$ cat src/rtl/mult_div_ctrl_pkg.sv
// Shared definitions for the mult/div sequencer: funct codes, bus types,
// sequencer state encoding and sign-fix helpers.
package mult_div_ctrl_pkg;

  localparam int unsigned DATA_W  = 32;
  localparam int unsigned FUNCT_W = 6;

  typedef logic [DATA_W-1:0]   data_t;
  typedef logic [2*DATA_W-1:0] ddata_t;
  typedef logic [FUNCT_W-1:0]  funct_t;

  localparam funct_t FUNCT_MULT  = 6'b011000;
  localparam funct_t FUNCT_MULTU = 6'b011001;
  localparam funct_t FUNCT_DIV   = 6'b011010;
  localparam funct_t FUNCT_DIVU  = 6'b011011;

  localparam data_t DIV_ZERO_Q = '1;

  typedef enum logic [1:0] {
    MD_IDLE = 2'd0,
    MD_MUL  = 2'd1,
    MD_DIV  = 2'd2,
    MD_DONE = 2'd3
  } md_state_e;

  function automatic logic is_md_funct(funct_t f);
    return (f == FUNCT_MULT) || (f == FUNCT_MULTU) ||
           (f == FUNCT_DIV)  || (f == FUNCT_DIVU);
  endfunction

  function automatic data_t cond_neg(logic neg, data_t v);
    return neg ? (~v + data_t'(1)) : v;
  endfunction

  function automatic ddata_t cond_neg_d(logic neg, ddata_t v);
    return neg ? (~v + ddata_t'(1)) : v;
  endfunction

endpackage

$ cat src/rtl/mult_div_ctrl_if.sv
// EX-stage <-> mult/div sequencer handshake: operation request, flush,
// pipeline hold and 64-bit {hi,lo} result.
interface mult_div_ctrl_if;
  import mult_div_ctrl_pkg::*;

  logic   flush;
  logic   start;
  funct_t funct;
  data_t  operand_1;
  data_t  operand_2;
  logic   stall_req;
  logic   mult_div_done;
  ddata_t mult_div_result;
  logic   busy;

  modport master (
    output flush, start, funct, operand_1, operand_2,
    input  stall_req, mult_div_done, mult_div_result, busy
  );

  modport slave (
    input  flush, start, funct, operand_1, operand_2,
    output stall_req, mult_div_done, mult_div_result, busy
  );

endinterface

$ cat src/rtl/mult_div_ctrl_div_core.sv
// One restoring-division iteration per i_step on unsigned magnitudes;
// exposes the post-step quotient/remainder so the caller can finish on the last step.
module mult_div_ctrl_div_core
  import mult_div_ctrl_pkg::*;
(
  input  logic  clk,
  input  logic  rst,
  input  logic  i_load,
  input  logic  i_step,
  input  data_t i_dividend,
  input  data_t i_divisor,
  output data_t o_quot_nxt,
  output data_t o_rem_nxt
);

  data_t r_rem;
  data_t r_quot;
  data_t r_dvs;

  logic [DATA_W:0] w_shift;
  logic            w_ge;

  always_comb begin
    w_shift    = {r_rem, r_quot[DATA_W-1]};
    w_ge       = w_shift >= {1'b0, r_dvs};
    // Difference is always below the divisor, so 32-bit wraparound is exact.
    o_rem_nxt  = w_ge ? (w_shift[DATA_W-1:0] - r_dvs) : w_shift[DATA_W-1:0];
    o_quot_nxt = {r_quot[DATA_W-2:0], w_ge};
  end

  always_ff @(posedge clk) begin
    if (rst) begin
      r_rem  <= '0;
      r_quot <= '0;
      r_dvs  <= '0;
    end else if (i_load) begin
      r_rem  <= '0;
      r_quot <= i_dividend;
      r_dvs  <= i_divisor;
    end else if (i_step) begin
      r_rem  <= o_rem_nxt;
      r_quot <= o_quot_nxt;
    end
  end

endmodule

$ cat src/rtl/mult_div_ctrl.sv
// MULT/MULTU/DIV/DIVU sequencer holding the pipeline until {hi,lo} is ready.
// Define MULT_ITER_EN for a 32-cycle shift-add multiplier; default is single-cycle.
module mult_div_ctrl
  import mult_div_ctrl_pkg::*;
#(
  parameter int unsigned DIV_CYCLES = 32,
  parameter int unsigned CNT_W      = 6
) (
  input  logic           clk,
  input  logic           rst,
  mult_div_ctrl_if.slave md
);

  md_state_e        r_state;
  md_state_e        w_state_nxt;
  logic [CNT_W-1:0] r_cnt;
  ddata_t           r_result;
  logic             r_qneg;
  logic             r_rneg;

  logic  w_accept, w_is_div, w_signed, w_div_zero, w_last, w_running;
  logic  w_s1, w_s2, w_stall, w_done;
  data_t w_abs1, w_abs2, w_quot_nxt, w_rem_nxt;

`ifdef MULT_ITER_EN
  ddata_t r_prod;
  ddata_t r_mcand;
  data_t  r_mplier;
  ddata_t w_prod_nxt;

  always_comb w_prod_nxt = r_prod + (r_mplier[0] ? r_mcand : '0);
`endif

  always_comb begin
    w_is_div   = (md.funct == FUNCT_DIV) || (md.funct == FUNCT_DIVU);
    w_signed   = (md.funct == FUNCT_DIV) || (md.funct == FUNCT_MULT);
    w_s1       = w_signed & md.operand_1[DATA_W-1];
    w_s2       = w_signed & md.operand_2[DATA_W-1];
    w_abs1     = cond_neg(w_s1, md.operand_1);
    w_abs2     = cond_neg(w_s2, md.operand_2);
    w_div_zero = w_is_div && (md.operand_2 == '0);
    w_accept   = md.start && is_md_funct(md.funct) && (r_state == MD_IDLE) && !md.flush;
    w_running  = ((r_state == MD_MUL) || (r_state == MD_DIV)) && !md.flush;
    w_last     = r_cnt == CNT_W'(DIV_CYCLES - 1);
  end

  always_comb begin
    w_state_nxt = r_state;
    w_stall     = 1'b0;
    w_done      = 1'b0;
    unique case (r_state)
      MD_IDLE: begin
        if (w_accept) begin
          w_stall = 1'b1;
          if (w_is_div)
            w_state_nxt = w_div_zero ? MD_DONE : MD_DIV;
          else
`ifdef MULT_ITER_EN
            w_state_nxt = MD_MUL;
`else
            w_state_nxt = MD_DONE;
`endif
        end
      end
      MD_MUL, MD_DIV: begin
        w_stall = 1'b1;
        if (w_last) w_state_nxt = MD_DONE;
      end
      MD_DONE: begin
        w_done      = 1'b1;
        w_state_nxt = MD_IDLE;
      end
      default: w_state_nxt = MD_IDLE;
    endcase
    // Flush overrides everything, including the done pulse of the current cycle.
    if (md.flush) begin
      w_state_nxt = MD_IDLE;
      w_stall     = 1'b0;
      w_done      = 1'b0;
    end
  end

  always_ff @(posedge clk) begin
    if (rst) r_state <= MD_IDLE;
    else     r_state <= w_state_nxt;
  end

  always_ff @(posedge clk) begin
    if (rst) begin
      r_cnt    <= '0;
      r_result <= '0;
      r_qneg   <= 1'b0;
      r_rneg   <= 1'b0;
`ifdef MULT_ITER_EN
      r_prod   <= '0;
      r_mcand  <= '0;
      r_mplier <= '0;
`endif
    end else if (w_accept) begin
      r_cnt  <= '0;
      r_qneg <= w_s1 ^ w_s2;
      r_rneg <= w_s1;
      if (w_div_zero)
        r_result <= {md.operand_1, DIV_ZERO_Q};
`ifdef MULT_ITER_EN
      r_prod   <= '0;
      r_mcand  <= ddata_t'(w_abs1);
      r_mplier <= w_abs2;
`else
      else if (!w_is_div)
        r_result <= cond_neg_d(w_s1 ^ w_s2, ddata_t'(w_abs1) * ddata_t'(w_abs2));
`endif
    end else if (w_running) begin
      r_cnt <= r_cnt + CNT_W'(1);
`ifdef MULT_ITER_EN
      if (r_state == MD_MUL) begin
        r_prod   <= w_prod_nxt;
        r_mcand  <= r_mcand << 1;
        r_mplier <= r_mplier >> 1;
      end
      if (w_last && (r_state == MD_MUL))
        r_result <= cond_neg_d(r_qneg, w_prod_nxt);
      else
`endif
      if (w_last)
        r_result <= {cond_neg(r_rneg, w_rem_nxt), cond_neg(r_qneg, w_quot_nxt)};
    end
  end

  mult_div_ctrl_div_core u_div_core (
    .clk        (clk),
    .rst        (rst),
    .i_load     (w_accept && w_is_div),
    .i_step     (w_running && (r_state == MD_DIV)),
    .i_dividend (w_abs1),
    .i_divisor  (w_abs2),
    .o_quot_nxt (w_quot_nxt),
    .o_rem_nxt  (w_rem_nxt)
  );

  assign md.stall_req       = w_stall;
  assign md.mult_div_done   = w_done;
  assign md.mult_div_result = r_result;
  assign md.busy            = r_state != MD_IDLE;

endmodule

$ cat src/flat_wrapper.sv
// flat-port wrapper written by rule: the top's interface ports become plain ports
module mult_div_ctrl_flat import mult_div_ctrl_pkg::*;
#(
  parameter int unsigned DIV_CYCLES = 32,
  parameter int unsigned CNT_W      = 6
)
  (clk, rst, md_flush, md_start, md_funct, md_operand_1, md_operand_2, md_stall_req, md_mult_div_done, md_mult_div_result, md_busy);
  mult_div_ctrl_if md_i ();
  input  logic clk;
  input  logic rst;
  input wire logic [$bits(md_i.flush)-1:0] md_flush;
  input wire logic [$bits(md_i.start)-1:0] md_start;
  input wire logic [$bits(md_i.funct)-1:0] md_funct;
  input wire logic [$bits(md_i.operand_1)-1:0] md_operand_1;
  input wire logic [$bits(md_i.operand_2)-1:0] md_operand_2;
  output wire logic [$bits(md_i.stall_req)-1:0] md_stall_req;
  output wire logic [$bits(md_i.mult_div_done)-1:0] md_mult_div_done;
  output wire logic [$bits(md_i.mult_div_result)-1:0] md_mult_div_result;
  output wire logic [$bits(md_i.busy)-1:0] md_busy;
  assign md_i.flush = md_flush;
  assign md_i.start = md_start;
  assign md_i.funct = md_funct;
  assign md_i.operand_1 = md_operand_1;
  assign md_i.operand_2 = md_operand_2;
  assign md_stall_req = md_i.stall_req;
  assign md_mult_div_done = md_i.mult_div_done;
  assign md_mult_div_result = md_i.mult_div_result;
  assign md_busy = md_i.busy;
  mult_div_ctrl #(.DIV_CYCLES(DIV_CYCLES), .CNT_W(CNT_W)) u_core (.clk(clk), .rst(rst), .md(md_i));
endmodule
$ cat config.mk
export PLATFORM = sky130hd
export DESIGN_NAME = mult_div_ctrl_flat
export DESIGN_NICKNAME = d
export VERILOG_FILES = /design/src/rtl/mult_div_ctrl_pkg.sv /design/src/rtl/mult_div_ctrl_if.sv /design/src/rtl/mult_div_ctrl_div_core.sv /design/src/rtl/mult_div_ctrl.sv /design/src/flat_wrapper.sv
export SDC_FILE = /design/constraint.sdc
export NUM_CORES = 2
export LEC_CHECK = 0
export BUFFER_PORTS_ARGS = -buffer_cell sky130_fd_sc_hd__buf_2
export CAP_MARGIN = 20
export CORE_MARGIN = 2
export CORE_UTILIZATION = 30
export DETAILED_ROUTE_END_ITERATION = 10
export PLACE_DENSITY_LB_ADDON = 0.1
export SYNTH_ARGS = -nofsm -noshare
export SYNTH_HDL_FRONTEND = slang
export SYNTH_SLANG_ARGS = --single-unit
$ cat constraint.sdc
create_clock -name clk -period 40.6 [get_ports clk]
set_clock_uncertainty 0.05 [all_clocks]
set_input_delay 8.12 -clock clk [delete_from_list [all_inputs] [get_ports clk]]
set_output_delay 8.12 -clock clk [all_outputs]
set_load 0.005 [all_outputs]
# == Yosys cells after proc, flatten, opt, wreduce, memory -nomap -nowiden ==
# Index checks and enable logic that the tools add are counted.
# Widths: inputs -> output; s select.
# word_totals
regBits,170
word_cells,85
inputBits,74
output_inout_bits,67
# classes
eq_ne,11
mul,1
bitwise,8
addsub,7
n_reduce_logical,26
magnitude_cmp,1
muxes,23
# ops
cell,n
$mux 64,6
$mux 32,7
$add 32x1->32 const B,4
$not 32->32,4
$add 64x1->64 const B,1
$mul 32x32->64,1
$not 64->64,1
$ge 33x32->1,1
$logic_not 32->1,1
$sub 32x32->32,1
$eq 6x5->1 const B,5
$reduce_bool 2->1,4
$reduce_or 2->1,4
$logic_and 1x1->1,7
$add 6x1->6 const B,1
$logic_or 1x1->1,6
$mux 2,3
$pmux 2 s3,1
$mux 1,5
$eq 2x2->1 const B,2
$ne 2x1->1 const B,2
$ne 3x3->1 const B,1
$reduce_and 3->1,1
$and 1x1->1,2
6 further kinds,6

# == Depth between registers and ports, before layout ==
# depth
depth_word,11
ltp_mapped,42

# == Modules after synthesis ==
# A second synthesis with hierarchy kept.
# unflattened
hier_cells,5822
area_unflattened_um2,47191.5
# modules_own_cells
mod,area_per_inst_um2,seq_area_each_um2,n_inst,cells_each
mult_div_ctrl,40362.5,1481.4,1,4965
mult_div_ctrl_div_core,6829.0,1921.8,1,857

# == Worst setup path before layout ==
# No wires, ideal clock.
# synth_path
path_type,input -> register
start,input port md_operand_1[6]
end,register u_core.r_result[62] (netlist: u_core.md.mult_div_result[62])
setup_ns,0.122
arrival_time_ns,18.621
path_stages,38
slack_ns,21.807
path_buffers,5
cell_sequence,clkbuf_1 or4_1 nor2_1 nand2_1 nor4_1 nor4b_1 nand2_1 o41ai_1 xnor2_1 clkbuf_1 buf_1 nand2_1 fa_1 fa_1 fa_1 fa_1 inv_1 fa_1 (+2 left out) inv_1 fa_1 inv_1 ha_1 clkbuf_1 a21oi_1 o21ai_0 a211o_1 o22ai_1 a21oi_1 or3_1 a32oi_1 or4b_1 buf_2 or2_1 nor4_1 mux2i_1 o21ai_1
# synth_between
elab_chain_len,10
# synth_lines
item,line,source
start: declaration,flat_wrapper.sv:14,input wire logic [$bits(md_i.operand_1)-1:0] md_operand_1;
$not 32->32,mult_div_ctrl_pkg.sv:32,return neg ? (~v + data_t'(1)) : v;
$add 32x1->32,mult_div_ctrl_pkg.sv:32,
$mux 32 (*),mult_div_ctrl_pkg.sv:32,
$mul 32x32->64 (*),mult_div_ctrl.sv:111,"r_result <= cond_neg_d(w_s1 ^ w_s2, ddata_t'(w_abs1) * ddata_t'(w_abs2));"
$not 64->64,mult_div_ctrl_pkg.sv:36,return neg ? (~v + ddata_t'(1)) : v;
$add 64x1->64,mult_div_ctrl_pkg.sv:36,
$mux 64 (*),mult_div_ctrl_pkg.sv:36,
$mux 64 (*),mult_div_ctrl.sv:110,else if (!w_is_div)
$mux 64 (*),mult_div_ctrl.sv:103,if (w_div_zero)
$mux 64 (*),mult_div_ctrl.sv:99,end else if (w_accept) begin
end signal: assignment,mult_div_ctrl.sv:104,"r_result <= {md.operand_1, DIV_ZERO_Q};"
end signal: assignment,mult_div_ctrl.sv:111,
end signal: assignment,mult_div_ctrl.sv:126,"r_result <= {cond_neg(r_rneg, w_rem_nxt), cond_neg(r_qneg, w_quot_nxt)};"
end: declaration,mult_div_ctrl.sv:17,ddata_t r_result;
# Every way passes the cells marked *; elsewhere a longest branch is shown, timed or not. The select of a mux whose other input is x is not followed.
# A chain may end at the register's enable or synchronous reset.

# == Worst setup path in the final report ==
# layout_path
start,input port md_operand_1[0]
end,register u_core.r_result[60] (netlist: u_core.md.mult_div_result[60])
# Same word-level chain as after synthesis.

==> impl_results.md <==
* DR DRC count at 0
* Share of layout cells above drive strength 1 at 0.0789
* Status: complete, no violations
* Hold Vio Cnt, Final at 0
* Drt total wl at 210 mm
* Hold_buf cts at 0
* Iteration-0 DRC Markers at 3058
* Total gr overflow at 0
* Avg WL per Cell at 26.5 um
* Final setup violating endpoints at 0
* Initial antenna violation count at 11
* Global placement routability congestion at 0.926
* Path category of the worst min-delay check: flip-flop to flip-flop
* Syn_nets at 7124
* Layout Cells excl Fill at 7900
* Rows at 145
* Top_reg_cell synth: dfxtp_1
* Worst path required time at 40880 ps
* Die W at 401 um
* Syn Inst Count at 5848
* Clock sink count at 170
* CP Max Fanout at 23
* Die ar. at 161000 um^2
* Vias in the first global route at 42900
* Core Box Area at 156000 um^2
* Synth cell types at 96
* Detailed-router iteration count before antenna repair at 6
* Syn Area/Cell at 8.08 um^2
* Least-Margin Pin Slew at 1180 ps
* Post-CTS Setup Bufs at 0
* TritonCTS clock tree: done
* Ys async rst share at 0
* Seq cells post-synth at 170
* Total GRT Usage at 0.260
* Port Buffer Count at 140
* Setup TNS at 0 ps
* Most used cell, CP: fa_1
* Count of flip-flops with a built-in enable after synthesis at 0
* Period utilisation layout at 0.502
* Boundary Pins at 141
* Vias at 41600
* Clock latency on the worst-skew pair at 480 ps
* Slew headroom at 0.207
* Synthesis-to-finish area growth at 9.75%
* Worst EP arrival at 20650 ps
* Min cycle time layout at 20360 ps
* Post_cts resized at 0
* Chip height at 401 um
* Final core utilization at 0.332
* Post-route ant nets at 0
* Number of nets in the layout at 7104
* Max incr delay on CP at 680 ps
* Starting density of the core at 0.302
* Max-cap violations at 0
* CTS Buf Count at 17
* Worst-path clk slew at 80 ps
* Slowest CP cell: nor3_1
* Fin. max-slew vios at 0
* Placed insts at 7866
* Sequential fraction of the synthesis area at 0.0720
* Fmax at 49.1 MHz
* Setup CP Type: input port to flip-flop
* Routed vias/inst at 5.26
* Synthesis Warnings at 0
* Largest net degree at the start of global routing at 85
* Maximum buffer depth of the clock tree at 2
* First-pass GRT wire length at 307 mm
* Critical Path Start Type: input port
* Cell Area, Synth at 47300 um^2
* Most frequent cells in the layout: inv_1 (948), fa_1 (897), nor2_1 (861)
* Root buf cell: clkbuf_16
* Htree depth at 4
* Crit. End Element: flip-flop
* HPWL after detailed placement at 168 mm
* Most common cell after layout, fill and taps aside: inv_1
* RSZ-0062 raised after global routing: no
## cells in the mapped netlist, types with 36 or more instances
cell	count	area, um^2
or3_1	38	238
nor4_1	36	225
xor2_1	109	955
nor3_1	93	465
dfxtp_1	170	3400
mux2i_1	37	370
fa_1	897	18000
ha_1	305	3820
clkbuf_1	293	1100
xnor2_1	169	1480
nor2_1	862	3240
a211oi_1	83	623
o21ai_0	144	721
nand2_1	752	2820
nand3_1	42	210
and2_1	37	231
a311oi_1	39	342
a21o_1	36	270
a21oi_1	226	1130
nand4_1	43	269
inv_1	948	3560
## through the flow
stage                     instance area (um^2)  setup slack (ps)  hold slack (ps)
final                                    51900             20240              409
after detailed placement                 51300             19930              396
after global placement                   51300             19600              389
after CTS                                51800             20420              409
after floorplan                          47300             21810              386
after global routing                     51900             19610              424
## critical path: cells and delay by family
| kind | cells | cell delay (ps) |
|---|---|---|
| adder cells (fa/ha/maj) | 10 | 4950 |
| AO/OA/AOI/OAI | 5 | 1720 |
| multiplexers | 1 | 230 |
| XOR/XNOR | 2 | 390 |
| AND/OR/NAND/NOR | 12 | 3820 |
| buffers and inverters | 7 | 1370 |
## state kept, by name, indices dropped and copies added (netlist names)
name / flops
u_core.r_state: 2
u_core.md.mult_div_result: 64
u_core.u_div_core.r_quot: 32
u_core.r_cnt: 6
u_core.r_qneg: 1
u_core.u_div_core.r_dvs: 32
u_core.u_div_core.r_rem: 32
u_core.r_rneg: 1
## cells by family (layout without fill, tap and decap cells)
family / count (synthesis) / in the layout / synth area share
AOI/OAI and AO/OA: 834 / 834 / 0.119
xor gates and xnor gates: 278 / 278 / 0.0515
adders and majority gates: 1202 / 1202 / 0.461
buffers and inverters: 1271 / 1263 / 0.102
DFF: 170 / 170 / 0.0720
muxes: 39 / 39 / 0.00831
other: 0 / 2 / 0
and+or+nand+nor: 2054 / 2054 / 0.187
## metal layers
metal  global-route usage  up-vias  wire, um
met1                0.350    21700     91100
met4               0.0946        2      8940
li1                     -    18500         -
met2                0.439     1180    101000
met5                    0        -        13
met3               0.0193      223      8970
## final cells by class
type / count / area (um^2)
fill: 16600 / 105000
multi-input combinational: 4407 / 40000
inverter: 949 / 3560
sequential: 170 / 3400
tap: 2058 / 2570
timing repair buffer: 283 / 1780
clock buffer: 17 / 425
clock inverter: 14 / 151
antenna: 2 / 5.00
## final timing paths
kind	from	endpoint	slack (ps)	cells past startpoint
min	u_core.u_div_core.r_dvs[31]	u_core.u_div_core.r_dvs[31]	410	2
max	md_operand_1[0]	u_core.md.mult_div_result[60]	20240	37
min reg2reg	u_core.u_div_core.r_dvs[31]	u_core.u_div_core.r_dvs[31]	410	2
max reg2reg	u_core.u_div_core.r_rem[5]	u_core.md.mult_div_result[60]	34780	17
Power is left out: the tool's default activity adds up to more than one toggle a clock period on the data nets, which glitch-free logic cannot reach.
